==> config.mk <==
export PLATFORM = sky130hd
export DESIGN_NAME = acia_rx
export DESIGN_NICKNAME = d
export VERILOG_FILES = /design/src/rtl/acia_rx.sv
export SDC_FILE = /design/constraint.sdc
export NUM_CORES = 1
export LEC_CHECK = 0
export ABC_AREA = 1
export BUFFER_PORTS_ARGS = -buffer_cell sky130_fd_sc_hd__buf_4
export CORE_MARGIN = 4
export CORE_UTILIZATION = 63
export DETAILED_ROUTE_END_ITERATION = 8
export PLACE_DENSITY = 0.81
export SYNTH_ARGS = -nofsm -noshare
export SYNTH_HDL_FRONTEND = slang
export SYNTH_SLANG_ARGS = --single-unit
==> constraint.sdc <==
create_clock -name clk_in -period 4.24 [get_ports clk_in]
set_clock_uncertainty 0.1 [all_clocks]
set_input_delay 0.636 -clock clk_in [delete_from_list [all_inputs] [get_ports clk_in]]
set_output_delay 0.636 -clock clk_in [all_outputs]
set_load 0.02 [all_outputs]
==> src/rtl/acia_rx.sv <==
// acia_rx: 8N1 serial receiver with a one-byte receive data register, framing and overrun status
module acia_rx #(
    parameter int DIV = 7
) (
    input  logic       clk_in,
    input  logic       rst_in,
    input  logic       rxd_in,
    input  logic       read_in,
    output logic [7:0] data_out,
    output logic       valid_out,
    output logic       frame_err_out,
    output logic       overrun_out
);
    typedef enum logic [2:0] {IDLE, START, DATA, STOP, BRK} state_t;
    state_t state, state_nxt;
    logic [1:0] sync;
    logic       rxs;
    logic [7:0] div_cnt;
    logic       tick;
    logic [3:0] smp;
    logic [2:0] bit_idx;
    logic [7:0] shift;
    logic       clr, shift_en, done;

    assign rxs  = sync[1];
    assign tick = (state != IDLE) && (div_cnt == 8'(DIV - 1));

    // two-flop synchronizer, idles high so reset does not look like a start bit
    always_ff @(posedge clk_in or negedge rst_in)
        if (!rst_in) sync <= 2'b11;
        else         sync <= {sync[0], rxd_in};

    // state register
    always_ff @(posedge clk_in or negedge rst_in)
        if (!rst_in) state <= IDLE;
        else         state <= state_nxt;

    // next state and per-clock control strobes
    always_comb begin
        state_nxt = state;
        clr       = 1'b0;
        shift_en  = 1'b0;
        done      = 1'b0;
        case (state)
            IDLE:  if (!rxs) begin
                       state_nxt = START;
                       clr       = 1'b1;
                   end
            START: if (tick && smp == 4'd7) begin
                       state_nxt = rxs ? IDLE : DATA;
                       clr       = 1'b1;
                   end
            DATA:  if (tick && smp == 4'd15) begin
                       shift_en  = 1'b1;
                       state_nxt = (bit_idx == 3'd7) ? STOP : DATA;
                   end
            STOP:  if (tick && smp == 4'd15) begin
                       done      = 1'b1;
                       state_nxt = rxs ? IDLE : BRK;
                   end
            BRK:   if (rxs) state_nxt = IDLE;
            default: state_nxt = IDLE;
        endcase
    end

    // tick divider (held in IDLE so it phase-aligns on the start edge), sample counter, bit index, shifter
    always_ff @(posedge clk_in or negedge rst_in)
        if (!rst_in) begin
            div_cnt <= '0;
            smp     <= '0;
            bit_idx <= '0;
            shift   <= '0;
        end else begin
            div_cnt <= (state == IDLE || tick) ? 8'd0 : div_cnt + 8'd1;
            smp     <= clr ? 4'd0 : tick ? smp + 4'd1 : smp;
            bit_idx <= clr ? 3'd0 : shift_en ? bit_idx + 3'd1 : bit_idx;
            if (shift_en) shift <= {rxs, shift[7:1]};
        end

    // receive data register and status: completion wins over a same-clock read
    always_ff @(posedge clk_in or negedge rst_in)
        if (!rst_in) begin
            data_out      <= '0;
            valid_out     <= 1'b0;
            frame_err_out <= 1'b0;
            overrun_out   <= 1'b0;
        end else if (done) begin
            if (!valid_out || read_in) begin
                data_out      <= shift;
                valid_out     <= 1'b1;
                frame_err_out <= !rxs;
                overrun_out   <= 1'b0;
            end else begin
                overrun_out   <= 1'b1;
            end
        end else if (read_in && valid_out) begin
            valid_out     <= 1'b0;
            frame_err_out <= 1'b0;
            overrun_out   <= 1'b0;
        end
endmodule
### Yosys cells after proc, flatten, opt, wreduce, memory -nomap -nowiden

Cells that the tools add are included.

| storage, ports and cells | value |
|---|---|
| register bits | 39 |
| input port bits | 4 |
| output and inout port bits | 11 |
| word-level logic and storage cells | 70 |

| operators by class | value |
|---|---|
| add/subtract/negate cells | 3 |
| eq/ne operators | 14 |
| muxes and demuxes | 27 |
| reductions and logical operators | 16 |

Operator list:

| kind | count |
|---|---|
| $mux 3 | 8 |
| $pmux 3 s5 | 1 |
| $mux 1 | 13 |
| $ne 2x2->1 const B | 5 |
| $add 8x1->8 const B | 1 |
| $eq 8x3->1 const B | 1 |
| $mux 4 | 2 |
| $mux 8 | 1 |
| $eq 3x2->1 const B | 2 |
| $eq 3x3->1 const B | 2 |
| $reduce_bool 2->1 | 3 |
| $reduce_and 5->1 | 1 |
| $add 4x1->4 const B | 1 |
| $eq 4x3->1 const B | 1 |
| $eq 4x4->1 const B | 1 |
| $logic_and 1x1->1 | 4 |
| $reduce_and 2->1 | 2 |
| $add 3x1->3 const B | 1 |
| $eq 3x1->1 const B | 1 |
| $logic_not 3->1 | 1 |
| $reduce_bool 3->1 | 1 |
| $logic_not 1->1 | 2 |
| $logic_or 1x1->1 | 2 |
| $mux 2 | 1 |
| 2 further kinds | 2 |

### Depth between registers and ports, before layout

Gate-level depths: netlist (run 1).

| logic depth | value |
|---|---|
| depth in word-level cells | 7 |
| depth in mapped cells | 10 |
| gate-level depth less buffers | 9 |

### Worst setup path after synthesis (run 1)

No wires, ideal clock.

| timing | value |
|---|---|
| kind | register to register |
| start | register div_cnt[0] |
| end | register data_out[5] |
| library setup time | 118 ps |
| arrival time | 1,408 ps |
| required time | 4,022 ps |
| path slack | 2,614 ps |
| cell stages (with the launch flop) | 11 |
| buffers on the path | 1 |
| clock period less this slack | 1,626 ps |
| cell sequence | dfrtp_1 -> inv_1 -> ha_1 -> nand3_2 -> nor2_8 -> nand4_4 -> inv_2 -> nand2_4 -> buf_6 -> nand2_1 -> o21ai_2 |

| on the way | value |
|---|---|
| cells in the longest elaborated chain, start to end | 6 |

RTL lines:

| item | RTL line | RTL |
|---|---|---|
| start: declaration | 18 | `logic [7:0] div_cnt;` |
| start signal: assignment | 74 | `div_cnt <= (state == IDLE \|\| tick) ? 8'd0 : div_cnt + 8'd1;` |
| $eq 8x3->1 | 26 | `assign tick = (state != IDLE) && (div_cnt == 8'(DIV - 1));` |
| $logic_and 1x1->1 | 26 |  |
| $logic_and 1x1->1 | 57 | `STOP: if (tick && smp == 4'd15) begin` |
| $mux 1 | 57 |  |
| $mux 1 | 44 | `case (state)` |
| $reduce_and 2->1 (no source line) | n/a |  |
| end signal: assignment | 89 | `data_out <= shift;` |
| end: declaration | 9 | `output logic [7:0] data_out,` |

Every way passes these cells.
A chain may end at the register's enable or synchronous reset.

### Worst setup path after layout (run 1)

| timing | value |
|---|---|
| start | register smp[0] |
| end | register shift[3] |

| on the way | value |
|---|---|
| cells in the longest elaborated chain, start to end | 4 |

RTL lines:

| item | RTL line | RTL |
|---|---|---|
| start: declaration | 20 | `logic [3:0] smp;` |
| start signal: assignment | 75 | `smp <= clr ? 4'd0 : tick ? smp + 4'd1 : smp;` |
| $eq 4x4->1 | 53 | `DATA: if (tick && smp == 4'd15) begin` |
| $logic_and 1x1->1 | 53 |  |
| $mux 1 | 53 |  |
| $mux 1 | 44 |  |
| end signal: assignment | 77 | `if (shift_en) shift <= {rxs, shift[7:1]};` |
| end: declaration | 22 | `logic [7:0] shift;` |

Every way passes these cells.

==> impl_metrics.ini, run 1 <==
[drt]
drt_wl_total_mm = 3.20
drt-pass1-iter-count = 4
vias = 1357
vias_per_cell = 5.32
drt_iter0_drc = 129
wire_per_inst_um = 12.5
ant_nets = 0
drc = 0

[sta]
finalHoldViolCount = 0
tns_ps = 0
rsz0062_at_grt = no
period_share_pct = 51.7
period_minus_slack_ps = 2190
max_freq_mhz = 456
worstMarginPinSlew_ps = 721
setup_violations = 0
final_max_slew_viol_count = 0
maxSlewHeadroom_pct = 51.8
whs_ps = 153

[synthesis]
synth-xor-area-share_pct = 1.92
synth-adder-area-share_pct = 3.42
syn_nets = 214
netlist_area_mm2 = 0.00183
ys_ff_latch = 39
synth_cells = 205
synth_area_leader_cell = dfrtp_1
synth_compound_area_share_pct = 9.51
synth_warnings = 0
synth_simple_gate_area_share_pct = 24.9
ys_top_cells_by_area = dfrtp_1 (51%), nand2_1 (10%), inv_1 (5.1%), nor2_1 (4.1%), o21ai_0 (3.8%)
synth.distinct_cells = 25
synth_top_area_share_pct = 50.6
synth.area.mux_share_pct = 0
synth-seq-area-share_pct = 53.5
syn_area_per_cell_um2 = 8.92
synth_top_family_by_area = simple AND/OR/NAND/NOR gates

[finish]
area_delta_synth_final_pct = 12.2
diodes = 0
drive_gt1_share_pct = 17.0
nets = 232
final_cell_area_mm2 = 0.00205
stdcell_count = 255

[cts]
htreeDepth = 2
root_buffer = clkbuf_4
cts_tree = yes
cts_max_path_buffers = 2
ctsResizeCount = 0
cts_hold_buf = 0
clkSlewWorstSetupHoldPaths_ps = 110
cts_buffers = 5
clock_latency_ps = 330
post-cts-setup-buffers = 0
clkSinkCount = 39

[global_route]
grt_pass1_wl_mm = 5.76
grt_pass1_vias = 1374
grt_usage_pct = 20.3
grt_overflow = 0
grt_max_degree = 40
antenna_found_initial = 0

[floorplan]
dieWidth_um = 61.9
core_area_mm2 = 0.00276
start_util_pct = 66.3
die_h_um = 61.9
io_pins = 15
placementRows = 19
die_area_mm2 = 0.00383

[critical_path]
worstSetupPathType = register to register
crit_path_max_fanout = 20
reg2reg_to = shift[3]$_DFFE_PN0P_
cpPeakStageDelay_ps = 630
reg2regPathDepth = 6
crit_arrival_ps = 2280
reg2reg_slack_ps = 2050
crit_top_cell = nand2_1
crit_required_ps = 4330
cpMaxStageDelayCell = nand4_1
start_kind = register
reg2reg_from = smp[0]$_DFFE_PN0P_
endpoint_kind = register
cp_cell_sequence = ha_1 > nand2_1 > nor2_1 > nand4_1 > nand2_1 > o21ai_0

[min_path]
holdCritPathClass = input port to async pin

[power_and_ir_drop]
p_seq_share_pct = 54.7
power_frac_comb_pct = 1.9
peakVddDrop_mv = 0.345
power.leakage_uw = 0.00103
p_sw_share_pct = 18.1
power_density_mw_per_mm2 = 334
internal_power_uw = 562
pwr-share-clk_pct = 43.4
switchingPower_uw = 124

[flow_run]
maxCapViolCount = 0

[placed_design]
io_buffers = 14
place.gp.congestion = 0.817
placed_area_mm2 = 0.00195
dp.final_hpwl_mm = 2.30
dp.cells = 247

[status]
status = finished, final reports clean
==> stage by stage <==
step	setup WS [ps]	utilization, %	total power [uW]
4_1_cts	2060	74.4	694
2_1_floorplan	2610	-	385
3_3_place_gp	2180	70.7	396
5_1_grt	1810	74.4	713
6_report	2050	74.4	686
3_5_place_dp	2080	70.7	396
==> state kept, by name, indices dropped and copies added (netlist names) <==
| name | count |
|---|---|
| smp | 4 |
| data_out | 8 |
| frame_err_out | 1 |
| shift | 8 |
| overrun_out | 1 |
| sync | 2 |
| div_cnt | 8 |
| state | 3 |
| valid_out | 1 |
| bit_idx | 3 |
==> logic make-up (layout without fill, tap and decap cells) <==
kind of cell    count (synthesis)  count (layout)
flops                          39              39
fa+ha+maj                       5               5
simple gates                   98              98
compound gates                 29              29
xor+xnor                        4               4
buf+inv                        30              49
==> power by group through the flow <==
stage                     Sequential (uW)  Combinational (uW)  Clock, uW
final                                 375                12.9        298
after global routing                  376                14.6        323
after CTS                             375                13.5        305
after detailed placement              383                13.5          0
after global placement                383                13.1          0
after floorplan                       383                1.65          0
==> critical path: cells and delay by family, from the launching register on <==
kind	cells	cell delay, ps
adder cells (fa/ha/maj)	1	190
flip-flops	1	410
AND/OR/NAND/NOR	4	1220
AO/OA/AOI/OAI	1	130
==> cell usage after synthesis, drive strengths merged <==
library cell  count
dfstp             2
inv              27
nor2             21
o21ai            21
or2               1
nand3            13
xnor2             1
nand4             7
dfrtp            37
ha                5
nor3              2
a21oi             7
xor2              3
buf               2
nand2            54
a22oi             1
clkbuf            1
==> worst max-delay path by stage <==
stage | startpoint | to | slack (ps) | cells past startpoint
6_report | smp[0]$_DFFE_PN0P_ | shift[3]$_DFFE_PN0P_ | 2050 | 6
5_1_grt | div_cnt[0]$_DFF_PN0_ | shift[6]$_DFFE_PN0P_ | 1810 | 6
4_1_cts | smp[0]$_DFFE_PN0P_ | shift[3]$_DFFE_PN0P_ | 2060 | 5
3_5_place_dp | div_cnt[0]$_DFF_PN0_ | shift[3]$_DFFE_PN0P_ | 2080 | 7
3_3_place_gp | div_cnt[0]$_DFF_PN0_ | bit_idx[0]$_DFFE_PN0P_ | 2180 | 9
2_1_floorplan | div_cnt[0]$_DFF_PN0_ | data_out[5]$_DFFE_PN0P_ | 2610 | 10
==> layout make-up <==
class                      count  area [um2]
clock buffer                   6        41.3
clock inverter                 2        60.1
fill                         193         706
inverter                      27         101
multi-input combinational    136         727
sequential                    39         978
tap                           31        38.8
timing repair buffer          14         105
==> cells in the final DEF, fill, tap and decap left out, types with 5 or more instances in the layout <==
cell and instances:
a21oi_1 7, buf_4 14, clkbuf_4 5, dfrtp_1 37
ha_1 5, inv_1 25, nand2_1 51, nand3_1 12
nand4_1 6, nor2_1 20, o21ai_0 14, o21ai_2 7
==> per-layer routing <==
metal | share of wire (%) | vias to the layer above | GRT usage, %
li1 | - | 691 | -
met1 | 44 | 637 | 24.8
met2 | 51 | 23 | 34.7
met3 | 3.7 | 6 | 4.75
met4 | 1.5 | 0 | 8.18
met5 | 0 | - | 0
Power figures use the tool's default switching activity.
==> run 2: changes to the inputs <==
--- a/config.mk
+++ b/config.mk
@@ -8,9 +8,9 @@
 export ABC_AREA = 1
 export BUFFER_PORTS_ARGS = -buffer_cell sky130_fd_sc_hd__buf_4
 export CORE_MARGIN = 4
-export CORE_UTILIZATION = 63
+export CORE_UTILIZATION = 52
 export DETAILED_ROUTE_END_ITERATION = 8
-export PLACE_DENSITY = 0.81
+export PLACE_DENSITY = 0.72
 export SYNTH_ARGS = -nofsm -noshare
 export SYNTH_HDL_FRONTEND = slang
 export SYNTH_SLANG_ARGS = --single-unit
==> constraint.sdc (replaced) <==
create_clock -name clk_in -period 2 [get_ports clk_in]
set_clock_uncertainty 0.1 [all_clocks]
set_input_delay 0.3 -clock clk_in [delete_from_list [all_inputs] [get_ports clk_in]]
set_output_delay 0.3 -clock clk_in [all_outputs]
set_load 0.02 [all_outputs]
==> impl_metrics.ini, run 2 (synthesis results as in run 1) <==
[finish]
multi_input_area_um2 = 727
largestRegisters = data_out x8, div_cnt x8, shift x8
diodes = 0
final_cell_mix = nand2_1 (51), dfrtp_1 (37), inv_1 (25)
drive_gt1_share_pct = 17.2
nets = 235
area_delta_synth_final_pct = 12.9
stdcell_count = 273
fin_util_pct = 61.4
fillers = 317
seq_area_um2 = 978
layout_commonest_cell = nand2_1
final_cell_area_mm2 = 0.00207

[power_and_ir_drop]
pwr-share-clk_pct = 35.6
peakVddDrop_mv = 0.386
switchingPower_uw = 272
p_sw_share_pct = 21.2
power_density_mw_per_mm2 = 621
power_frac_comb_pct = 2.4
internal_power_uw = 1010
power.leakage_uw = 0.00103
p_seq_share_pct = 62.1

[cts]
ctsResizeCount = 0
cts_buffers = 5
cts_max_path_buffers = 2
clock_latency_ps = 340
htreeDepth = 2
clkSinkCount = 39
clkSlewWorstSetupHoldPaths_ps = 120
cts_tree = yes
root_buffer = clkbuf_4

[floorplan]
dieWidth_um = 67.3
die_h_um = 67.3
placementRows = 21
core_area_mm2 = 0.00336
start_util_pct = 54.4
die_area_mm2 = 0.00453
io_pins = 15

[drt]
ant_nets = 0
wire_per_inst_um = 11.3
drt_wl_total_mm = 3.08
drt_iter0_drc = 72
vias_per_cell = 4.89
drt-pass1-iter-count = 4
drc = 0
vias = 1334

[critical_path]
crit_arrival_ps = 1870
crit_required_ps = 2130
endpoint_kind = register
start_kind = register
crit_path_max_fanout = 15
worstSetupPathType = register to register

[status]
status = finished, final reports clean

[global_route]
grt_overflow = 0
grt_pass1_vias = 1229
grt_max_degree = 40
grt_pass1_wl_mm = 5.33
grt_usage_pct = 15.8
antenna_found_initial = 0

[sta]
whs_ps = 223
tns_ps = 0
maxSlewHeadroom_pct = 68.3
setup_violations = 0
final_max_slew_viol_count = 0
finalHoldViolCount = 0
period_minus_slack_ps = 1730
worstMarginPinSlew_ps = 475
max_freq_mhz = 577
period_share_pct = 86.6
rsz0062_at_grt = no

[placed_design]
io_buffers = 14
dp.cells = 263
place.gp.congestion = 0.850
dp.final_hpwl_mm = 2.15
placed_area_mm2 = 0.00198

[flow_run]
maxCapViolCount = 0

[min_path]
holdCritPathClass = input port to register
run 2: critical path, cell delays in order, from the launching register on:
cell	delay (ps)
dfrtp_1	420
inv_1	80
ha_1	160
nand3_2	130
nor2_8	210
nand4_4	120
inv_2	110
nand2_4	140
nand2_1	120
o21ai_2	50
run 2: final cells by class:
cell class | count | area share, %
Clock buffer | 8 | 3.33
Inverter | 27 | 4.91
Multi-Input combinational cell | 136 | 35.2
Sequential cell | 39 | 47.4
Tap cell | 46 | 2.79
Timing Repair Buffer | 17 | 6.42
run 2: power groups by stage:
stage	combinational, uW	sequential (uW)	clock [uW]
floorplan	3.50	812	0
CTS	31.8	796	465
global route	35.5	797	503
finish	30.3	796	456
detailed placement	28.8	811	0
global placement	28.7	811	0
run 2: final timing paths:
| path | to | start | slack, ps | depth (start not counted) |
|---|---|---|---|---|
| min in group asynchronous | state[1]$_DFFE_PN0P_ | rst_in | 340 | 2 |
| max reg2reg | data_out[5]$_DFFE_PN0P_ | div_cnt[0]$_DFF_PN0_ | 270 | 9 |
| max in group asynchronous | sync[0]$_DFF_PN1_ | rst_in | 1110 | 2 |
| min | valid_out$_DFFE_PN0P_ | read_in | 220 | 4 |
| max | data_out[5]$_DFFE_PN0P_ | div_cnt[0]$_DFF_PN0_ | 270 | 9 |
| min reg2reg | sync[1]$_DFF_PN1_ | sync[0]$_DFF_PN1_ | 260 | 0 |
run 2: metrics by stage:
step / total power [uW] / setup slack (ps)
after floorplan: 816 / 374
after global placement: 840 / 333
after detailed placement: 840 / 269
after CTS: 1290 / 251
after global routing: 1340 / 115
final: 1280 / 267
run 2: repair_timing:
| action | 4_1_cts | 5_1_grt |
|---|---|---|
| hold buffers | 2 | 0 |
| endpoints found under the hold margin | 38 | 0 |
| endpoints found under the setup margin | 0 | 0 |
| buffers inserted | 0 | 0 |
run 2: metal layers:
| metal | global-route usage, % | vias up | wire length, um |
|---|---|---|---|
| met3 | 4.99 | 7 | 108 |
| met2 | 23.2 | 19 | 1380 |
| met5 | 0 | - | 0 |
| met4 | 6.08 | 0 | 46 |
| met1 | 21.9 | 609 | 1550 |
| li1 | - | 699 | - |
==> run 3: changes to the inputs <==
--- a/config.mk
+++ b/config.mk
@@ -7,10 +7,10 @@
 export LEC_CHECK = 0
 export ABC_AREA = 1
 export BUFFER_PORTS_ARGS = -buffer_cell sky130_fd_sc_hd__buf_4
-export CORE_MARGIN = 4
-export CORE_UTILIZATION = 52
+export CORE_MARGIN = 10
+export CORE_UTILIZATION = 58
 export DETAILED_ROUTE_END_ITERATION = 8
-export PLACE_DENSITY = 0.72
+export PLACE_DENSITY = 0.76
 export SYNTH_ARGS = -nofsm -noshare
 export SYNTH_HDL_FRONTEND = slang
 export SYNTH_SLANG_ARGS = --single-unit
==> constraint.sdc (replaced) <==
create_clock -name clk_in -period 1.61 [get_ports clk_in]
set_clock_uncertainty 0.1 [all_clocks]
set_input_delay 0.2415 -clock clk_in [delete_from_list [all_inputs] [get_ports clk_in]]
set_output_delay 0.2415 -clock clk_in [all_outputs]
set_load 0.02 [all_outputs]
==> impl_metrics.ini, run 3 (synthesis results as in run 1) <==
[finish]
final_cell_area_mm2 = 0.00229
area_delta_synth_final_pct = 25.2
nets = 248
layout_commonest_cell = nand2_1
largestRegisters = data_out x8, div_cnt x8, shift x8
final_cell_mix = nand2_1 (40), dfrtp_1 (37), inv_1 (25)
stdcell_count = 283
diodes = 0
drive_gt1_share_pct = 30.5

[sta]
setup_ws_ps = -33.0
max_freq_mhz = 609
period_minus_slack_ps = 1640
finalHoldViolCount = 0
tns_ps = -81.3
worstMarginPinSlew_ps = 458
final_max_slew_viol_count = 0
period_share_pct = 102
setup_violations = 3
rsz0062_at_grt = yes
maxSlewHeadroom_pct = 69.4

[power_and_ir_drop]
peakVddDrop_mv = 0.507
total_power_uw = 1530
power.leakage_uw = 0.00110
power_density_mw_per_mm2 = 669

[cts]
clkSlewWorstSetupHoldPaths_ps = 100
cts_buffers = 5
root_buffer = clkbuf_4
cts_max_path_buffers = 2
clock_latency_ps = 340
htreeDepth = 2
cts_tree = yes
clkSinkCount = 39

[placed_design]
io_buffers = 14
placed_area_mm2 = 0.00207
place.gp.congestion = 0.766
pre_cts_ws_ps = -33.1
dp.cells = 272
dp.final_hpwl_mm = 2.51

[critical_path]
reg2reg_slack_ps = -30
crit_arrival_ps = 1820
reg2reg_to = bit_idx[1]$_DFFE_PN0P_
startpoint = div_cnt[0]$_DFF_PN0_
endpoint_kind = register
start_kind = register
crit_end = bit_idx[1]$_DFFE_PN0P_
reg2reg_from = div_cnt[0]$_DFF_PN0_
crit_path_max_fanout = 20
reg2regPathDepth = 9
worstSetupPathType = register to register
crit_required_ps = 1790

[drt]
vias = 1463
vias_per_cell = 5.17
wire_per_inst_um = 12.5
drt_wl_total_mm = 3.55
drc = 0
drt-pass1-iter-count = 4
ant_nets = 0
drt_iter0_drc = 95

[status]
violations = setup timing
status = complete, but fails checks

[floorplan]
core_area_mm2 = 0.00303
die_area_mm2 = 0.00580
io_pins = 15
die_h_um = 76.2
placementRows = 20
dieWidth_um = 76.2
start_util_pct = 60.4

[min_path]
holdCritPathClass = register to register

[global_route]
grt_max_degree = 40
grt_pass1_wl_mm = 6.08
grt_usage_pct = 12.5
grt_pass1_vias = 1424
grt_overflow = 0
antenna_found_initial = 0

[flow_run]
maxCapViolCount = 0
## run 3: cell types whose count changed in the layout (fill, tap and decap cells not counted), moves of 3 or more
cell	delta
nand2_2	+8
ha_2	+3
buf_6	+3
buf_4	+8
nand2_1	-11
ha_1	-3
nor2_1	-3
## run 3: layer usage
layer  GRT usage, %  up-vias  part of all wire, %
met5              0        -                    0
met4           5.95        0                  1.7
met3           3.66        7                  4.0
met2           21.7       32                   51
met1           13.5      699                   43
li1               -      725                    -
## run 3: critical path, stage by stage (launching register included)
cell and delay (ps):
dfrtp_1 400, inv_1 70, ha_2 190, nand3_4 100
nor2_8 150, nand4_1 150, buf_12 190, inv_4 50
nand2_1 70, a21oi_2 110
## run 3: final cells by class
cell class                      count  area [um2]
Clock buffer                        6        51.3
Clock inverter                      1        5.00
Fill cell                         217         738
Inverter                           27         109
Multi-Input combinational cell    137         845
Sequential cell                    39         978
Tap cell                           44        55.1
Timing Repair Buffer               29         246
## run 3: how the worst min path moves through the flow
stage	startpoint	end	slack (ps)	cells past startpoint
final	sync[0]$_DFF_PN1_	sync[1]$_DFF_PN1_	260	0
after global routing	sync[0]$_DFF_PN1_	sync[1]$_DFF_PN1_	270	0
after CTS	read_in	valid_out$_DFFE_PN0P_	260	4
after detailed placement	rst_in	state[1]$_DFFE_PN0P_	130	1
after global placement	rst_in	state[2]$_DFFE_PN0P_	130	1
after floorplan	rst_in	bit_idx[0]$_DFFE_PN0P_	-150	0
## run 3: power breakdown
group / switching [uW] / leakage, uW / internal [uW]
clock network: 302 / 0.0000341 / 202
logic: 25.5 / 0.000558 / 12.1
registers: 3.00 / 0.000513 / 985
## run 3: repair_timing
action / 4_1_cts / 5_1_grt
hold buffers: 2 / 0
endpoints found under the hold margin: 38 / 0
resized for setup: 10 / 25
gates cloned: 0 / 1
setup endpoints to repair: 16 / 29
pin swaps: 1 / 8
setup buffers: 1 / 0
## run 3: stage by stage
| stage | utilization (%) | hold WS, ps |
|---|---|---|
| floorplan | - | -154 |
| global placement | 68.3 | 130 |
| detailed placement | 68.3 | 133 |
| CTS | 72.4 | 258 |
| global route | 75.6 | 269 |
| finish | 75.6 | 262 |
